`src/rtl/nsc_push_arbiter_if.sv`:
```
// Push-port bundle between NUM_REQ burst writers, the arbiter and the shared
// 18-bit-write FIFO. The arbiter connects through the slave modport.
interface nsc_push_arbiter_if #(
  parameter int NUM_REQ = 2
);
  logic [NUM_REQ-1:0]    iReqValid;
  logic [18*NUM_REQ-1:0] iReqData;
  logic [NUM_REQ-1:0]    iReqLast;
  logic [NUM_REQ-1:0]    oReqReady;
  logic [NUM_REQ-1:0]    oGrant;
  logic [17:0]           oPushData;
  logic                  oPushEnable;
  logic                  iIsFull;
  logic [5:0]            iDataCount;
  logic [7:0]            oBeatCount;
  logic                  oBusy;

  modport slave (
    input  iReqValid, iReqData, iReqLast, iIsFull, iDataCount,
    output oReqReady, oGrant, oPushData, oPushEnable, oBeatCount, oBusy
  );

  modport master (
    output iReqValid, iReqData, iReqLast, iIsFull, iDataCount,
    input  oReqReady, oGrant, oPushData, oPushEnable, oBeatCount, oBusy
  );
endinterface

```
`src/rtl/nsc_push_arbiter.sv`:
```
// Round-robin burst arbiter for the shared NAND-controller write FIFO: one
// requester owns the push port from grant until its last beat is accepted.
module nsc_push_arbiter #(
  parameter int NUM_REQ   = 2,
  parameter int MIN_SPACE = 8
) (
  input logic                iClock,
  input logic                iReset,
  nsc_push_arbiter_if.slave  bus
);

  localparam int IdxW = $clog2(NUM_REQ);

  typedef enum logic {IDLE, GRANT} stateT;

  stateT             state, stateNext;
  logic [NUM_REQ-1:0] grantReg;
  logic [IdxW-1:0]    ownerIdx;
  logic [IdxW-1:0]    lastOwner;
  logic [7:0]         beatCount;

  logic [IdxW-1:0]    winnerIdx;
  logic               winnerFound;
  int                 cand;
  logic [6:0]         freeSpace;
  logic               spaceOk;
  logic               ownerValid;
  logic               ownerLast;
  logic [17:0]        ownerData;
  logic               startBurst;
  logic               pushEnable;
  logic [17:0]        pushData;
  logic [NUM_REQ-1:0] reqReady;

  // Free entries need 7 bits so an empty FIFO reports 64.
  assign freeSpace = 7'd64 - {1'b0, bus.iDataCount};
  assign spaceOk   = freeSpace >= 7'(MIN_SPACE);

  // Rotating search starting just after the previous owner.
  always_comb begin
    // NOTE: every variable gets a default before any branch so no latch is inferred.
    winnerIdx   = lastOwner;
    winnerFound = 1'b0;
    cand        = 0;
    for (int i = 1; i <= NUM_REQ; i++) begin
      cand = int'(lastOwner) + i;
      if (cand >= NUM_REQ) cand = cand - NUM_REQ;
      if (!winnerFound && bus.iReqValid[cand]) begin
        winnerFound = 1'b1;
        winnerIdx   = IdxW'(cand);
      end
    end
  end

  always_comb begin
    ownerValid = 1'b0;
    ownerLast  = 1'b0;
    ownerData  = '0;
    for (int k = 0; k < NUM_REQ; k++) begin
      if (ownerIdx == IdxW'(k)) begin
        ownerValid = bus.iReqValid[k];
        ownerLast  = bus.iReqLast[k];
        ownerData  = bus.iReqData[k*18 +: 18];
      end
    end
  end

  always_ff @(posedge iClock or posedge iReset) begin
    if (iReset) state <= IDLE;
    else        state <= stateNext;
  end

  always_comb begin
    stateNext  = state;
    startBurst = 1'b0;
    reqReady   = '0;
    pushEnable = 1'b0;
    pushData   = '0;
    case (state)
      IDLE: begin
        if (winnerFound && !bus.iIsFull && spaceOk) begin
          stateNext  = GRANT;
          startBurst = 1'b1;
        end
      end
      GRANT: begin
        reqReady   = bus.iIsFull ? '0 : grantReg;
        pushEnable = ownerValid & ~bus.iIsFull;
        if (pushEnable) pushData = ownerData;
        if (pushEnable && ownerLast) stateNext = IDLE;
      end
    endcase
  end

  // The pointer resets to the top requester so requester 0 wins first.
  always_ff @(posedge iClock or posedge iReset) begin
    if (iReset) begin
      grantReg  <= '0;
      ownerIdx  <= '0;
      lastOwner <= IdxW'(NUM_REQ - 1);
      beatCount <= '0;
    end else if (startBurst) begin
      // NOTE: sequential state uses non-blocking assignments so every register samples pre-edge values.
      grantReg  <= {{(NUM_REQ-1){1'b0}}, 1'b1} << winnerIdx;
      ownerIdx  <= winnerIdx;
      beatCount <= '0;
    end else if (pushEnable) begin
      if (beatCount != 8'hFF) beatCount <= beatCount + 8'd1;
      if (ownerLast) begin
        grantReg  <= '0;
        lastOwner <= ownerIdx;
      end
    end
  end

  assign bus.oReqReady   = reqReady;
  assign bus.oGrant      = grantReg;
  assign bus.oPushData   = pushData;
  assign bus.oPushEnable = pushEnable;
  assign bus.oBeatCount  = beatCount;
  assign bus.oBusy       = (state == GRANT);

endmodule

```
`src/flat_wrapper.sv`:
```
// flat-port wrapper written by rule: the top's interface ports become plain ports
module nsc_push_arbiter_flat 
#(
  parameter int NUM_REQ   = 2,
  parameter int MIN_SPACE = 8
)
  (iClock, iReset, bus_iReqValid, bus_iReqData, bus_iReqLast, bus_iIsFull, bus_iDataCount, bus_oReqReady, bus_oGrant, bus_oPushData, bus_oPushEnable, bus_oBeatCount, bus_oBusy);
  nsc_push_arbiter_if #(.NUM_REQ(NUM_REQ)) bus_i ();
  input logic iClock;
  input logic iReset;
  input wire logic [$bits(bus_i.iReqValid)-1:0] bus_iReqValid;
  input wire logic [$bits(bus_i.iReqData)-1:0] bus_iReqData;
  input wire logic [$bits(bus_i.iReqLast)-1:0] bus_iReqLast;
  input wire logic [$bits(bus_i.iIsFull)-1:0] bus_iIsFull;
  input wire logic [$bits(bus_i.iDataCount)-1:0] bus_iDataCount;
  output wire logic [$bits(bus_i.oReqReady)-1:0] bus_oReqReady;
  output wire logic [$bits(bus_i.oGrant)-1:0] bus_oGrant;
  output wire logic [$bits(bus_i.oPushData)-1:0] bus_oPushData;
  output wire logic [$bits(bus_i.oPushEnable)-1:0] bus_oPushEnable;
  output wire logic [$bits(bus_i.oBeatCount)-1:0] bus_oBeatCount;
  output wire logic [$bits(bus_i.oBusy)-1:0] bus_oBusy;
  assign bus_i.iReqValid = bus_iReqValid;
  assign bus_i.iReqData = bus_iReqData;
  assign bus_i.iReqLast = bus_iReqLast;
  assign bus_i.iIsFull = bus_iIsFull;
  assign bus_i.iDataCount = bus_iDataCount;
  assign bus_oReqReady = bus_i.oReqReady;
  assign bus_oGrant = bus_i.oGrant;
  assign bus_oPushData = bus_i.oPushData;
  assign bus_oPushEnable = bus_i.oPushEnable;
  assign bus_oBeatCount = bus_i.oBeatCount;
  assign bus_oBusy = bus_i.oBusy;
  nsc_push_arbiter #(.NUM_REQ(NUM_REQ), .MIN_SPACE(MIN_SPACE)) u_core (.iClock(iClock), .iReset(iReset), .bus(bus_i));
endmodule
```
`config.mk`:
```
export PLATFORM = sky130hd
export DESIGN_NAME = nsc_push_arbiter_flat
export DESIGN_NICKNAME = d
export VERILOG_FILES = /design/src/rtl/nsc_push_arbiter_if.sv /design/src/rtl/nsc_push_arbiter.sv /design/src/flat_wrapper.sv
export SDC_FILE = /design/constraint.sdc
export NUM_CORES = 1
export LEC_CHECK = 0
export CORE_ASPECT_RATIO = 1.5
export CORE_MARGIN = 1
export CORE_UTILIZATION = 33
export DETAILED_ROUTE_END_ITERATION = 8
export PLACE_DENSITY = 0.87
export REMOVE_ABC_BUFFERS = 1
export SLEW_MARGIN = 20
export SYNTH_ARGS = -nofsm -noshare
export SYNTH_HDL_FRONTEND = slang
export SYNTH_SLANG_ARGS = --single-unit
export TNS_END_PERCENT = 50
```
`constraint.sdc`:
```
create_clock -name iClock -period 1.9 [get_ports iClock]
set_input_delay 0.19 -clock iClock [delete_from_list [all_inputs] [get_ports iClock]]
set_output_delay 0.19 -clock iClock [all_outputs]
set_load 0.01 [all_outputs]
```
==> metrics.yaml, run 1 <==
detailed_routing:
  postRouteAntennaNets: 0
  vias: 1237
  drt-initial-drc-count: 13
  firstDrtPassIters: 4
  avgViaCountPerCell: 5.09
  drt_wl_total_mm: 3.24
  drc: 0
  wl_per_cell_um: 13.3
global_route:
  grt_first_pass_wirelength_mm: 5.56
  grt_use_met3: 0.0182
  grt_max_degree: 23
  use_met1: 0.234
  busiest_layer: "met2"
  gr-total-overflow: 0
  antenna_found_initial: 0
  grt_use_met2: 0.410
  grt_use_total: 0.225
  first_global_vias: 1341
die:
  row_count: 24
  design.die.area_mm2: 0.00328
  start_util: 0.345
  core_mm2: 0.00291
  io_pins: 81
  die_w_um: 47.1
  die-height_um: 69.6
final_layout:
  area_growth_pct: 91.2
  antenna_cells: 0
  design_area_mm2: 0.00192
  nets: 255
  drive_gt1_frac: 0.0931
  nFillCells: 253
clock_network:
  cts_resized: 20
  clockBufferDepth: 2
  htreeDepth: 1
  cts.clk_slew.worst_paths_ns: 0.05
  post_cts_buffers: 0
  cts_buffers: 3
  cts_tree: "yes"
  clk_latency_ns: 0.24
  cts_root_buffer: "clkbuf_8"
  ctsHoldBuffers: 0
  cts_sinks: 13
critical_path:
  arrival_ns: 1.61
  path_depth: 5
  cp_cell_sequence: "mux2i_2, or2_1, buf_12, nor2_1, dlygate4sd2_1"
  worstReg2RegStart: "u_core.bus.oBeatCount[0]"
  rrSetupSlack_ns: 0.27
  critPathMaxStageDelay_ns: 0.40
  crit_family: "buffers and inverters"
  rr_worst_depth: 5
  crit_type: "register to primary output"
  slowest_stage: "dfrtp_1"
  critPathLaunchType: "register"
  crit_buf_inv: 2
  endpoint_kind: "primary output"
  setup.worst_path.start: "u_core.ownerIdx"
  cp.required_ns: 1.71
  timing.rr.end: "u_core.bus.oBeatCount[0]"
  worst-path-max-fanout: 20
sta:
  rsz0062_at_grt: "no"
  fmax_mhz: 557
  finalWorstSetupSlack_ns: 0.104
  hold_slack_ns: 0.272
  setup_viol: 0
  skew_ns: 0.00121
  finalHoldViolations: 0
  fin_crit_sh: 0.945
  tightest_slew_ns: 0.496
  fin_crit_ns: 1.80
  slew_headroom: 0.669
  drv_slew: 0
place:
  pre_cts_ws_ns: -0.229
  numPortBuffers: 80
  dp_hpwl_mm: 2.64
  placed_area_mm2: 0.00190
  place_congestion: 0.799
synth:
  syn_area_per_cell_um2: 8.60
  synth_area_mm2: 0.00101
  yosysTopAreaCell: "dfrtp_1"
  ys_ff_latch: 13
  ys_types: 34
  synth_cells: 117
  ys_seq_area_frac: 0.325
  synth_top_area_share: 0.299
  ys_top_cells_by_area: "dfrtp_1, mux2i_1, nor2_1, dfstp_2, inv_1"
  ys.warnings.count: 0
pwr:
  leakage_nw: 0.949
  powerDensity_mw_per_mm2: 878
  ir_worst_vdd_uv: 583
  power_mw: 1.69
status:
  outcome: "completed"
job:
  cap_violations: 0
worst_hold_path:
  worstHoldPathType: "input pin to async pin"
## area by class of cell
| cell class | count | area (µm²) | share of cell area |
|---|---|---|---|
| Clock buffer | 4 | 45.0 | 0.0234 |
| Multi-Input combinational cell | 91 | 621 | 0.323 |
| Tap cell | 39 | 48.8 | 0.0254 |
| Inverter | 7 | 26.3 | 0.0137 |
| Sequential cell | 13 | 327 | 0.170 |
| Timing Repair Buffer | 89 | 856 | 0.445 |
## through the flow
stage | cells | TNS (ns) | util
after floorplan | 111 | -4.17 | -
after global placement | 239 | -3.44 | 0.653
after detailed placement | 239 | -3.99 | 0.653
after CTS | 243 | 0 | 0.660
after global routing | 243 | 0 | 0.660
final | 243 | 0 | 0.660
## cell usage after synthesis
cell,n
nor2_1,30
mux2i_1,21
dfrtp_1,12
inv_1,7
nand3_1,5
clkbuf_1,3
nand2_1,3
nor4_1,3
a21oi_1,2
a22o_1,2
buf_2,2
mux2_2,2
nand2b_1,2
nand4_1,2
xnor2_1,2
a211oi_2,1
a21o_1,1
and2_1,1
and3_1,1
and4_1,1
buf_6,1
dfstp_2,1
ha_1,1
mux2i_2,1
nand3b_1,1
nand4b_1,1
nor3_1,1
nor3_2,1
o211a_1,1
o21ai_0,1
o221a_2,1
o221ai_1,1
o32a_1,1
or2_1,1
## report_power, final
| group | total [mW] | internal (mW) | leakage (nW) | switching (mW) |
|---|---|---|---|---|
| registers | 0.436 | 0.362 | 0.167 | 0.0740 |
| clock network | 0.245 | 0.148 | 0.0228 | 0.0966 |
| logic | 1.01 | 0.554 | 0.759 | 0.454 |
## routing by layer
metal	up-vias	wire (µm)
met1	581	1130
met5	-	0
met4	0	52
li1	583	-
met3	6	161
met2	67	1900
## cell families after synthesis
family,synth area share
buffers and inverters,0.0585
AOI/OAI and AO/OA,0.0920
DFF,0.325
xor gates and xnor gates,0.0174
adders and majority gates,0.0124
and+or+nand+nor,0.250
muxes,0.245
## how the worst max path moves through the flow
stage                       end
3_3_place_gp   bus_oPushData[6]
4_1_cts        bus_oPushData[9]
2_1_floorplan  bus_oPushData[0]
5_1_grt        bus_oPushData[0]
3_5_place_dp   bus_oPushData[9]
6_report       bus_oPushData[1]
## state kept, by name, summed over array words and instances, names as in the netlist
register,cells
u_core.bus.oBeatCount,8
u_core.bus.oGrant,2
u_core.bus.oBusy,1
u_core.lastOwner,1
u_core.ownerIdx,1
## cell usage in the layout (no fill, tap or decap), types with 2 or more instances in the layout
master,count
nand4_1,2
xnor2_1,2
nor4_1,3
a22o_1,2
dfrtp_1,12
clkbuf_8,3
mux2_2,2
nand3_1,5
dlygate4sd2_1,20
nor2_1,30
a21oi_1,2
buf_4,8
clkdlybuf4s50_1,60
nand2b_1,2
mux2i_1,21
inv_1,7
nand2_1,3
Note: power is estimated with default switching activity, not from simulation.
==> run 2, diff against run 1 <==
Settings changed: CAP_MARGIN from default to 20.
==> results of run 2 <==
No change in the layout: final DEF, timing and power equal those of run 1.
